[src/rtl/adc_conv_seq.sv]
// Conversion sequencer for the pipelined ADC correction datapath: two-phase advance
// strobes, burst launch, datapath clear, corrected-word valid tracking and completion.
module adc_conv_seq #(
   parameter int HALF_W   = 4,
   parameter int CNT_W    = 16,
   parameter int PIPE_LAT = 6
) (
   input  logic              clk,
   input  logic              rst,
   input  logic              start,
   input  logic              abort,
   input  logic [CNT_W-1:0]  burst_len,
   input  logic [HALF_W-1:0] half_cfg,
   output logic              p1_en,
   output logic              p2_en,
   output logic              sample_stb,
   output logic              dp_clr,
   output logic              out_valid,
   output logic              busy,
   output logic              done,
   output logic [CNT_W-1:0]  sample_cnt
);

   typedef enum logic [1:0] {IDLE, CLEAR, RUN, DRAIN} state_t;

   localparam logic [CNT_W-1:0]  CNT_ONE  = {{(CNT_W-1){1'b0}}, 1'b1};
   localparam logic [HALF_W:0]   PH_ONE   = {{HALF_W{1'b0}}, 1'b1};
   localparam logic [HALF_W-1:0] HALF_ONE = {{(HALF_W-1){1'b0}}, 1'b1};

   state_t               state_reg, state_next;
   logic [CNT_W-1:0]     len_reg, launched_reg, cnt_reg;
   logic [HALF_W-1:0]    half_reg;
   logic [HALF_W:0]      ph_reg, ph_last;
   logic [PIPE_LAT-1:0]  trk_reg, trk_next;
   logic                 ov_reg;
   logic                 accept, active, phase_on, p1_raw, p2_raw, last_launch, last_out;

   assign accept      = start && !abort && (burst_len != '0);
   assign active      = (state_reg != IDLE);
   assign phase_on    = (state_reg == RUN) || (state_reg == DRAIN);
   assign ph_last     = {half_reg, 1'b0} - PH_ONE;
   assign p1_raw      = phase_on && (ph_reg == '0);
   assign p2_raw      = phase_on && (ph_reg == {1'b0, half_reg});
   assign last_launch = (launched_reg + CNT_ONE) == len_reg;
   assign last_out    = (cnt_reg + CNT_ONE) == len_reg;
   assign sample_cnt  = cnt_reg;

   // Tracker shifts one slot per p1 event; the oldest slot marks a word leaving the pipe.
   assign trk_next[0] = sample_stb;
   generate
      for (genvar gi = 1; gi < PIPE_LAT; gi++) begin : g_trk
         assign trk_next[gi] = trk_reg[gi-1];
      end
   endgenerate

   always_ff @(posedge clk or negedge rst) begin
      if (!rst) state_reg <= IDLE;
      else      state_reg <= state_next;
   end

   always_comb begin
      state_next = state_reg;
      if (abort && active) begin
         state_next = IDLE;
      end else begin
         case (state_reg)
            IDLE:    if (accept) state_next = CLEAR;
            CLEAR:   state_next = RUN;
            RUN:     if (sample_stb && last_launch) state_next = DRAIN;
            DRAIN:   if (done) state_next = IDLE;
            default: state_next = IDLE;
         endcase
      end
   end

   // Abort masks every strobe in its own cycle and turns it into a datapath clear.
   always_comb begin
      p1_en      = 1'b0;
      p2_en      = 1'b0;
      sample_stb = 1'b0;
      dp_clr     = 1'b0;
      out_valid  = 1'b0;
      done       = 1'b0;
      busy       = active;
      if (abort && active) begin
         dp_clr = 1'b1;
      end else begin
         dp_clr     = (state_reg == CLEAR);
         p1_en      = p1_raw;
         p2_en      = p2_raw;
         sample_stb = (state_reg == RUN) && p1_raw && (launched_reg < len_reg);
         out_valid  = ov_reg;
         done       = (state_reg == DRAIN) && ov_reg && last_out;
      end
   end

   always_ff @(posedge clk or negedge rst) begin
      if (!rst) begin
         len_reg      <= '0;
         half_reg     <= '0;
         launched_reg <= '0;
         cnt_reg      <= '0;
         ph_reg       <= '0;
         trk_reg      <= '0;
         ov_reg       <= 1'b0;
      end else if (state_reg == IDLE && accept) begin
         len_reg      <= burst_len;
         half_reg     <= (half_cfg == '0) ? HALF_ONE : half_cfg;
         launched_reg <= '0;
         cnt_reg      <= '0;
         ph_reg       <= '0;
         trk_reg      <= '0;
         ov_reg       <= 1'b0;
      end else if (abort && active) begin
         ph_reg  <= '0;
         trk_reg <= '0;
         ov_reg  <= 1'b0;
      end else begin
         if (phase_on && (state_next == RUN || state_next == DRAIN))
            ph_reg <= (ph_reg == ph_last) ? '0 : ph_reg + PH_ONE;
         else
            ph_reg <= '0;
         if (sample_stb) launched_reg <= launched_reg + CNT_ONE;
         if (p1_en)      trk_reg <= trk_next;
         ov_reg <= p1_en && trk_reg[PIPE_LAT-1];
         if (out_valid)  cnt_reg <= cnt_reg + CNT_ONE;
      end
   end

endmodule

[config.mk]
export PLATFORM = sky130hd
export DESIGN_NAME = adc_conv_seq
export DESIGN_NICKNAME = d
export VERILOG_FILES = /design/src/rtl/adc_conv_seq.sv
export SDC_FILE = /design/constraint.sdc
export NUM_CORES = 1
export LEC_CHECK = 0
export BUFFER_PORTS_ARGS = -buffer_cell sky130_fd_sc_hd__buf_2
export CORE_MARGIN = 5
export CORE_UTILIZATION = 54
export CTS_BUF_LIST = sky130_fd_sc_hd__clkbuf_8 sky130_fd_sc_hd__clkbuf_16
export DETAILED_ROUTE_END_ITERATION = 16
export PLACE_DENSITY = 0.77
export RECOVER_POWER = 100
export SETUP_SLACK_MARGIN = 0.05
export SKIP_LAST_GASP = 1
export SLEW_MARGIN = 20
export SYNTH_ARGS = -nofsm -noshare
export SYNTH_HDL_FRONTEND = slang
export SYNTH_SLANG_ARGS = --single-unit
[constraint.sdc]
create_clock -name clk -period 2.5 [get_ports clk]
set_input_delay 0.5 -clock clk [delete_from_list [all_inputs] [get_ports clk]]
set_output_delay 0.5 -clock clk [all_outputs]
set_load 0.03 [all_outputs]
== Word level (Yosys, flattened, before mapping) ==
Cells that the tools add are included.
Operators by class
  add/subtract/negate cells: 4
  order comparisons: 1
  equal/unequal tests: 10
  reduce and logical (&&, ||, !) cells: 26
  multiplexer cells: 27
Operators by type and width (count)
  two-way mux 16 bit: 6
  adder 16 x 1 -> 16 bit, second input constant: 2
  equality test 16 bit: 2
  two-way mux 5 bit: 4
  two-way mux 6 bit: 3
  < comparator 16 bit: 1
  nonzero test 16 bit: 1
  logical AND 1 bit: 13
  equality test 2 bit, second input constant: 4
  two-way mux 1 bit: 8
  two-way mux 2 bit: 4
  case mux 2 bit (4 select lines): 1
  nonzero test 2 bit: 3
  adder 5 x 1 -> 5 bit, second input constant: 1
  equality test 5 x 4 -> 1 bit: 1
  equality test 5 bit: 1
  logical NOT 5 bit: 1
  subtractor 5 x 1 -> 5 bit, second input constant: 1
  logical NOT 4 bit: 1
  two-way mux 4 bit: 1
  AND reduction 2 bit: 2
  nonzero test 3 bit: 1
  equality test 2 x 1 -> 1 bit, second input constant: 1
  logical NOT 2 bit: 1
  other kinds (3): 4
Storage, ports and cells
  output and inout bits: 23
  register bits: 66
  input port bits: 24
  word-level logic and storage cells: 76

== Longest topological paths before layout ==
Gate-level depths: netlist (run 1).
  depth in word-level cells: 16
  mapped depth: 10
  gate-level depth less buffers: 9

== Worst setup path after synthesis (run 1) ==
OpenSTA, ideal clock, no wires.
  kind: register -> output
  from: reg cnt_reg[0] (netlist: sample_cnt[0])
  to: out done
  buffers on the path: 1
  stages on the path, launching flop included: 8
  slack: -0.463 ns
  arrival time: 2.463 ns
  cell sequence: dfrtp_1 ha_1 buf_2 nand2_1 nor2_1 a31oi_1 or4b_2 nor4_4
On the way
  longest elaborated chain between the ends: 4
RTL lines
  start, declared: line 31  | logic [CNT_W-1:0] len_reg, launched_reg, cnt_reg;
  start signal, assigned: line 126  | if (out_valid) cnt_reg <= cnt_reg + CNT_ONE;
  adder 16 x 1 -> 16 bit: line 45  | assign last_out = (cnt_reg + CNT_ONE) == len_reg;
  equality test 16 bit: line 45
  logical AND 1 bit: line 93  | done = (state_reg == DRAIN) && ov_reg && last_out;
  two-way mux 1 bit: line 85  | if (abort && active) begin
  end, declared: line 20  | output logic done,
Every way passes these cells.

== Worst setup path in the final report (run 1) ==
  from: reg cnt_reg[8] (netlist: sample_cnt[8])
  to: out done
The elaborated chain is that of the path after synthesis.

==> results of run 1 <==
-- layer usage --
layer / part of all wire / routed length [µm] / vias to the layer above
met3: 0.062 / 828 / 55
met4: 0.045 / 595 / 0
met5: 0 / 0 / -
met2: 0.50 / 6640 / 191
met1: 0.39 / 5250 / 2079
li1: - / - / 1988
-- cell usage in the layout (no fill, tap or decap), types with 4 or more instances in the layout --
cell,instances
a22o_1,5
nor3_1,12
dfrtp_2,13
xor2_1,25
mux2i_1,7
clkbuf_8,10
buf_2,26
and2_1,4
o21ai_1,14
o21ai_0,33
nor4_1,5
o31ai_1,6
nand2b_1,7
a21oi_1,14
and3_1,6
buf_6,5
nor2_1,35
ha_1,17
xnor2_1,40
or3_1,4
nand4_1,10
nand2_1,56
dfrtp_1,53
nand3_1,14
buf_4,79
clkbuf_1,19
inv_1,25
-- per-stage QoR --
step                      setup WS [ps]  instance area [µm²]  hold slack [ps]  cells  setup TNS [ps]
after floorplan                    -252                 4490              204    499            -961
after global routing               -553                 5750              359    730           -2750
after detailed placement           -125                 5330              489    702            -214
final                              -481                 5750              356    730           -1030
after global placement             -123                 5330              476    702            -123
after CTS                          -510                 5680              162    725            -692
-- power breakdown --
group	internal [W]	switching [W]	leakage, nW
Sequential	0.00114	0.0000837	0.865
Clock	0.000489	0.000440	0.100
Combinational	0.000351	0.000421	1.63
-- worst max path at each step --
| stage | startpoint | end | slack [ps] | cells past startpoint |
|---|---|---|---|---|
| floorplan | sample_cnt[7] | done | -250 | 6 |
| global placement | sample_cnt[1] | done | -120 | 7 |
| detailed placement | sample_cnt[0] | done | -120 | 7 |
| CTS | sample_cnt[1] | done | -510 | 7 |
| global route | sample_cnt[8] | done | -550 | 6 |
| finish | sample_cnt[8] | done | -480 | 6 |
-- final cells by class --
cell class              instances  area [µm²]
inverters                      28         109
clock inverters                 6        66.3
fillers                       588        2340
flip-flops and latches         66        1670
repair buffers                133         906
well taps                     105         131
clock buffers                  10         138
multi-input cells             382        2730
-- repair_timing --
| action | in CTS | in global routing |
|---|---|---|
| pin swaps | 9 | 4 |
| endpoints found under the setup margin | 14 | 20 |
| resized for setup | 23 | 36 |
| setup buffers | 7 | 4 |
| cloned | 0 | 1 |
-- critical path, cell delays in order, from the launching register on --
cell and delay, ps:
dfrtp_2 430, nand4_4 130, or4_4 490, xnor2_1 130, a211o_2 340, nor4_4 370, buf_4 230
-- cell families after synthesis --
group                    Yosys count  synth area share
AND/OR/NAND/NOR                  195             0.246
AO/OA/AOI/OAI                     94             0.127
flip-flops                        66             0.373
XOR/XNOR                          65             0.129
buffers and inverters             51            0.0500
adder cells (fa/ha/maj)           21            0.0593
multiplexers                       7            0.0158
==> impl_metrics.env, run 1 <==
export IMPL_clock_sinks=66
export IMPL_drt_wirelength_per_cell_um=18.2
export IMPL_track_usage=0.252
export IMPL_synthCells=499
export IMPL_dp_hpwl_mm=9.20
export IMPL_numCtsBuffers=9
export IMPL_grt_max_degree=55
export IMPL_rr_worst_depth=12
export IMPL_synthTopCellsByArea="dfrtp_1, xnor2_1, ha_1"
export IMPL_die_area_mm2=0.0101
export IMPL_n_antenna_cell=0
export IMPL_synthArstFlopShare=1.00
export IMPL_tritoncts="done"
export IMPL_synth_edf_count=0
export IMPL_max_freq_ghz=0.335
export IMPL_status="finished, violations left"
export IMPL_synth_nets=544
export IMPL_antenna_found_initial=0
export IMPL_grt_first_pass_wirelength_mm=20.1
export IMPL_clock_root_buffer="clkbuf_8"
export IMPL_finalCriticalPeriod_ps=2980
export IMPL_setup_viol=7
export IMPL_portBuffers=46
export IMPL_r2r_slack_ps=-70
export IMPL_ant_nets=0
export IMPL_globalRouteMet2Util=0.432
export IMPL_drive_gt1_frac=0.302
export IMPL_cp_max_fo=5
export IMPL_die_w_um=101
export IMPL_final_nets=665
export IMPL_clock_latency_ps=350
export IMPL_synth_seq_cells=66
export IMPL_total_power_w=0.00293
export IMPL_min_from="half_cfg[3]"
export IMPL_hold_path_class="in2reg"
export IMPL_critPathLaunchType="register"
export IMPL_num_vias=4313
export IMPL_grt_ovfl_total=0
export IMPL_p_leak_nw=2.59
export IMPL_vdd_drop_max_mv=0.334
export IMPL_finalMaxSlewViolations=0
export IMPL_pin_count=47
export IMPL_cap_violations=0
export IMPL_clk_pin_slew_ps=80
export IMPL_reg2reg_to="launched_reg[7]"
export IMPL_crit_type="reg2out"
export IMPL_hold_viol=0
export IMPL_power_density_mw_per_mm2=509
export IMPL_rows=33
export IMPL_area_growth_pct=29.9
export IMPL_rsz0062_at_grt="true"
export IMPL_worstReg2RegStart="len_reg[14]"
export IMPL_drc=0
export IMPL_dr_pass1_iters=5
export IMPL_synth_distinct_cells=59
export IMPL_worst_slack_ps=-481
export IMPL_grt_use_met3=0.0415
export IMPL_holdPathEnd="half_reg[3]"
export IMPL_failed_checks="negative setup slack"
export IMPL_finalClockSkew_ps=11.5
export IMPL_dieHeight_um=101
export IMPL_hold_buffers=0
export IMPL_postLayoutCoreUtil=0.711
export IMPL_synth_largest_area_cell="dfrtp_1"
export IMPL_syn_area_mm2=0.00443
export IMPL_start_util=0.547
export IMPL_synth_top_area_frac=0.373
export IMPL_finalWirelength_mm=13.3
export IMPL_worstPathArrival_ps=2480
export IMPL_hold_path_depth=3
export IMPL_ys_top_cells_by_count="dfrtp_1, nand2_1, o21ai_0"
export IMPL_worst_pin_slew_ps=1320
export IMPL_finalCritPeriodShare=1.19
export IMPL_syn_avg_cell_area_um2=8.88
export IMPL_yosysSeqAreaShare=0.373
export IMPL_core_area_mm2=0.00809
export IMPL_drt_first_iter_violations=334
export IMPL_vias_per_cell=5.91
export IMPL_synth_main_ff_cell="dfrtp_1"
export IMPL_grt_pass1_vias=4130
export IMPL_gr_max_usage_layer="met2"
export IMPL_gp_congestion=0.930
export IMPL_clock_path_buffers=2
export IMPL_synth_warnings=0
export IMPL_met1_usage=0.323
export IMPL_crit_path_end_kind="output port"
export IMPL_maxSlewHeadroom=0.122
export IMPL_required_ps=2000
export IMPL_htreeDepth=3
export IMPL_synth_most_common_cell="dfrtp_1"
Power figures use the tool's default switching activity.
==> run 2, diff against run 1 <==
- CORE_ASPECT_RATIO: not set -> 0.75
==> impl_metrics.env, run 2 (synthesized netlist as in run 1, its figures left out) <==
export IMPL_status="finished, violations left"
export IMPL_failed_checks="negative setup slack"
export IMPL_clock_path_buffers=2
export IMPL_drt_first_iter_violations=404
export IMPL_maxSlewHeadroom=0.0241
export IMPL_pwr_share_seq=0.390
export IMPL_core_area_mm2=0.00795
export IMPL_hold_path_class="in2reg"
export IMPL_drt_wirelength_per_cell_um=18.9
export IMPL_finalWirelength_mm=14.5
export IMPL_internal_power_w=0.00210
export IMPL_finalCritPeriodShare=1.28
export IMPL_dieHeight_um=88.4
export IMPL_die_area_mm2=0.0101
export IMPL_required_ps=2000
export IMPL_worstPathArrival_ps=2700
export IMPL_track_usage=0.281
export IMPL_switchingPower_w=0.00100
export IMPL_cap_violations=0
export IMPL_vias_per_cell=5.95
export IMPL_final_common_cell="buf_4"
export IMPL_rsz0062_at_grt="true"
export IMPL_crit_path_end_kind="output port"
export IMPL_tritoncts="done"
export IMPL_numCtsBuffers=9
export IMPL_comb_power_share=0.281
export IMPL_postLayoutCoreUtil=0.779
export IMPL_dp_hpwl_mm=9.74
export IMPL_dr_pass1_iters=5
export IMPL_p_clk_frac=0.329
export IMPL_vdd_drop_max_mv=0.362
export IMPL_r2r_slack_ps=-120
export IMPL_hold_viol=0
export IMPL_clock_sinks=66
export IMPL_clk_pin_slew_ps=80
export IMPL_drive_gt1_frac=0.348
export IMPL_grt_max_degree=41
export IMPL_swShare=0.323
export IMPL_drc=0
export IMPL_p_leak_nw=2.81
export IMPL_cp_max_fo=4
export IMPL_die_w_um=115
export IMPL_final_nets=701
export IMPL_finalMaxSlewViolations=0
export IMPL_portBuffers=46
export IMPL_rows=28
export IMPL_finalCriticalPeriod_ps=3200
export IMPL_worst_pin_slew_ps=1460
export IMPL_grt_first_pass_wirelength_mm=22.0
export IMPL_power_density_mw_per_mm2=500
export IMPL_gp_congestion=0.979
export IMPL_total_power_w=0.00310
export IMPL_worst_slack_ps=-696
export IMPL_critPathLaunchType="register"
export IMPL_ant_nets=0
export IMPL_start_util=0.557
export IMPL_setup_viol=23
export IMPL_finalClockSkew_ps=11.0
export IMPL_clock_latency_ps=360
export IMPL_num_fill_cells=528
export IMPL_clock_root_buffer="clkbuf_8"
export IMPL_grt_pass1_vias=4447
export IMPL_final_cell_mix="buf_4, nand2_1, dfrtp_1"
export IMPL_n_antenna_cell=0
export IMPL_hold_buffers=0
export IMPL_htreeDepth=3
export IMPL_max_freq_ghz=0.313
export IMPL_num_vias=4561
export IMPL_crit_type="reg2out"
export IMPL_antenna_found_initial=1
export IMPL_area_growth_pct=39.8
export IMPL_pin_count=47
export IMPL_grt_ovfl_total=0
## run 2: power by group through the flow
stage               sequential (W)  clock [W]  combinational (W)
detailed placement         0.00122          0           0.000742
global placement           0.00122          0           0.000722
CTS                        0.00120    0.00103           0.000768
global route               0.00122    0.00108           0.000942
floorplan                  0.00123          0           0.000411
finish                     0.00121    0.00102           0.000870
## run 2: per-layer routing
metal,vias up,global-route usage,part of all wire
met3,61,0.0526,0.086
met2,236,0.465,0.47
met5,-,0.0286,0.00090
li1,2060,-,-
met4,2,0.114,0.035
met1,2202,0.365,0.41
## run 2: metrics by stage
step	hold slack [ps]	instance area [µm²]	TNS, ps	setup slack (ps)	cells
detailed placement	476	5490	-200	-156	724
floorplan	204	4490	-961	-252	499
finish	351	6190	-2470	-696	766
CTS	164	5910	-776	-540	751
global placement	478	5490	-115	-109	724
global route	342	6190	-9520	-753	766
## run 2: layout make-up
| class | count | area [µm²] | share of cell area |
|---|---|---|---|
| clock inverters | 7 | 93.8 | 0.0152 |
| repair buffers | 168 | 1220 | 0.197 |
| clock buffers | 9 | 124 | 0.0200 |
| multi-input cells | 383 | 2840 | 0.459 |
| flip-flops and latches | 66 | 1670 | 0.269 |
| inverters | 28 | 110 | 0.0178 |
| well taps | 105 | 131 | 0.0212 |
## run 2: worst paths after layout
kind                          startpoint       endpoint  depth (start not counted)
min reg2reg                   trk_reg[5]         ov_reg                          1
max in group asynchronous            rst  sample_cnt[7]                          2
min                          half_cfg[2]    half_reg[2]                          3
max reg2reg                  len_reg[10]     trk_reg[0]                         13
min in group asynchronous            rst     trk_reg[4]                          1
max                        sample_cnt[3]           done                          7
## run 2: what timing repair did
item / in CTS / in global routing
cloned: 0 / 2
setup endpoints to repair: 19 / 21
gates resized for setup: 22 / 68
buffers inserted: 13 / 15
pin swaps: 13 / 16
## run 2: critical path, cell delays in order, from the launching register on
cell	delay, ps
dfrtp_2	450
buf_6	140
buf_4	140
xor2_1	230
xnor2_1	140
or4_4	560
nor4_4	420
buf_4	230
==> run 3, diff against run 2 <==
- REMOVE_ABC_BUFFERS: not set -> 1
==> impl_metrics.env, run 3 (synthesized netlist as in run 1, its figures left out) <==
export IMPL_rsz0062_at_grt="true"
export IMPL_cp_common_cell="buf_6"
export IMPL_comb_power_share=0.305
export IMPL_cp_max_fo=3
export IMPL_clock_path_buffers=2
export IMPL_grt_pass1_vias=4351
export IMPL_p_leak_nw=2.78
export IMPL_grt_ovfl_total=0
export IMPL_finalCriticalPeriod_ps=3020
export IMPL_grt_first_pass_wirelength_mm=21.0
export IMPL_required_ps=2000
export IMPL_numCtsBuffers=9
export IMPL_ant_nets=0
export IMPL_antenna_found_initial=0
export IMPL_track_usage=0.265
export IMPL_crit_path_end_kind="output port"
export IMPL_die_w_um=115
export IMPL_swShare=0.348
export IMPL_drive_gt1_frac=0.355
export IMPL_whs_ps=364
export IMPL_area_growth_pct=37.5
export IMPL_die_area_mm2=0.0101
export IMPL_worst_slack_ps=-518
export IMPL_finalMaxSlewViolations=0
export IMPL_final_nets=694
export IMPL_dieHeight_um=88.4
export IMPL_path_depth=7
export IMPL_rows=28
export IMPL_final_instance_count_excl_fill=759
export IMPL_grt_max_degree=60
export IMPL_cap_violations=0
export IMPL_hold_path_depth=3
export IMPL_htreeDepth=3
export IMPL_dpl_instance_area_mm2=0.00532
export IMPL_internal_power_w=0.00194
export IMPL_final_common_cell="buf_4"
export IMPL_num_vias=4686
export IMPL_n_antenna_cell=0
export IMPL_clk_pin_slew_ps=80
export IMPL_clock_sinks=66
export IMPL_finalWirelength_mm=15.6
export IMPL_drc=0
export IMPL_switchingPower_w=0.00104
export IMPL_postLayoutCoreUtil=0.766
export IMPL_pin_count=47
export IMPL_rr_worst_depth=9
export IMPL_drt_first_iter_violations=487
export IMPL_critPathTopFamily="simple AND/OR/NAND/NOR gates"
export IMPL_status="finished, violations left"
export IMPL_cpPeakStageDelay_ps=550
export IMPL_crit_type="reg2out"
export IMPL_tritoncts="done"
export IMPL_total_power_w=0.00298
export IMPL_hold_path_class="in2reg"
export IMPL_hold_viol=0
export IMPL_place_inst=709
export IMPL_p_clk_frac=0.280
export IMPL_vias_per_cell=6.17
export IMPL_power_density_mw_per_mm2=490
export IMPL_worstPathArrival_ps=2520
export IMPL_core_area_mm2=0.00795
export IMPL_crit_chain="buf_6, xor2_1, and3_1, nand4_1, or4_4, nor4_4, buf_6"
export IMPL_dp_hpwl_mm=9.18
export IMPL_critPathBufInv=2
export IMPL_worst_pin_slew_ps=1040
export IMPL_dr_pass1_iters=5
export IMPL_clock_latency_ps=360
export IMPL_finalCritPeriodShare=1.21
export IMPL_critPathLaunchType="register"
export IMPL_portBuffers=46
export IMPL_clock_root_buffer="clkbuf_8"
export IMPL_gp_congestion=0.882
export IMPL_finalClockSkew_ps=12.5
export IMPL_final_cell_mix="buf_4, dfrtp_1, nand2_1"
export IMPL_vdd_drop_max_mv=0.361
export IMPL_slowest_stage="or4_4"
export IMPL_setup_viol=23
export IMPL_failed_checks="negative setup slack"
export IMPL_pwr_share_seq=0.414
export IMPL_max_freq_ghz=0.331
export IMPL_start_util=0.557
export IMPL_stdcell_area_mm2=0.00609
export IMPL_drt_wirelength_per_cell_um=20.6
export IMPL_maxSlewHeadroom=0.309
[run 3: changes by cell type in the layout (fill, tap and decap cells not counted), moves of 3 or more]
cell     change
buf_6        -4
ha_1         -5
dfrtp_2      -5
dfrtp_1      +5
ha_4         +3
buf_4        +3
inv_2        +8
inv_1        -5
[run 3: what timing repair did]
action / 4_1_cts / 5_1_grt
gates cloned: 0 / 2
gates resized for setup: 33 / 75
hold endpoints to repair: 7 / 0
hold buffers: 1 / 0
endpoints found under the setup margin: 15 / 21
buffers inserted: 9 / 24
pin swaps: 12 / 13
[run 3: worst register-to-register path, stage by stage, from the launching register on]
cell and delay [ps]:
dfrtp_1 480, nor4b_2 380, and3_1 260, and4b_1 300, nand4_2 190, buf_6 180
buf_6 100, buf_8 130, or4_4 550, o311ai_1 110
[run 3: layer usage]
layer / share of wire / GRT usage / up-vias
li1: - / - / 2044
met1: 0.38 / 0.336 / 2245
met2: 0.48 / 0.460 / 305
met3: 0.088 / 0.0595 / 92
met4: 0.051 / 0.0777 / 0
met5: 0 / 0 / -
[run 3: area by class of cell]
cell class,instances,area [µm²]
clock buffer,10,138
clock inverter,6,35.0
fill,501,1860
inverter,28,106
multi-input combinational,383,2880
sequential,66,1660
tap,105,131
timing repair buffer,161,1140
[run 3: power groups by stage]
| stage | logic [W] | clock network, W | registers [W] |
|---|---|---|---|
| finish | 0.000910 | 0.000835 | 0.00124 |
| global route | 0.000965 | 0.000890 | 0.00124 |
| CTS | 0.000729 | 0.000819 | 0.00123 |
| detailed placement | 0.000662 | 0 | 0.00125 |
| global placement | 0.000638 | 0 | 0.00125 |
| floorplan | 0.000400 | 0 | 0.00124 |
[run 3: worst paths after layout]
check	startpoint	to	slack, ps
min in group asynchronous	rst	launched_reg[12]	600
setup / recovery	sample_cnt[0]	done	-520
setup reg to reg	ph_reg[3]	state_reg[0]	-300
hold reg to reg	trk_reg[3]	trk_reg[4]	510
max in group asynchronous	rst	sample_cnt[8]	590
hold / removal	half_cfg[2]	half_reg[2]	360
[run 3: through the flow]
| stage | setup WS [ps] | setup TNS [ps] |
|---|---|---|
| floorplan | -493 | -4700 |
| detailed placement | -271 | -293 |
| CTS | -407 | -554 |
| finish | -518 | -3020 |
| global route | -591 | -4640 |
| global placement | -165 | -183 |
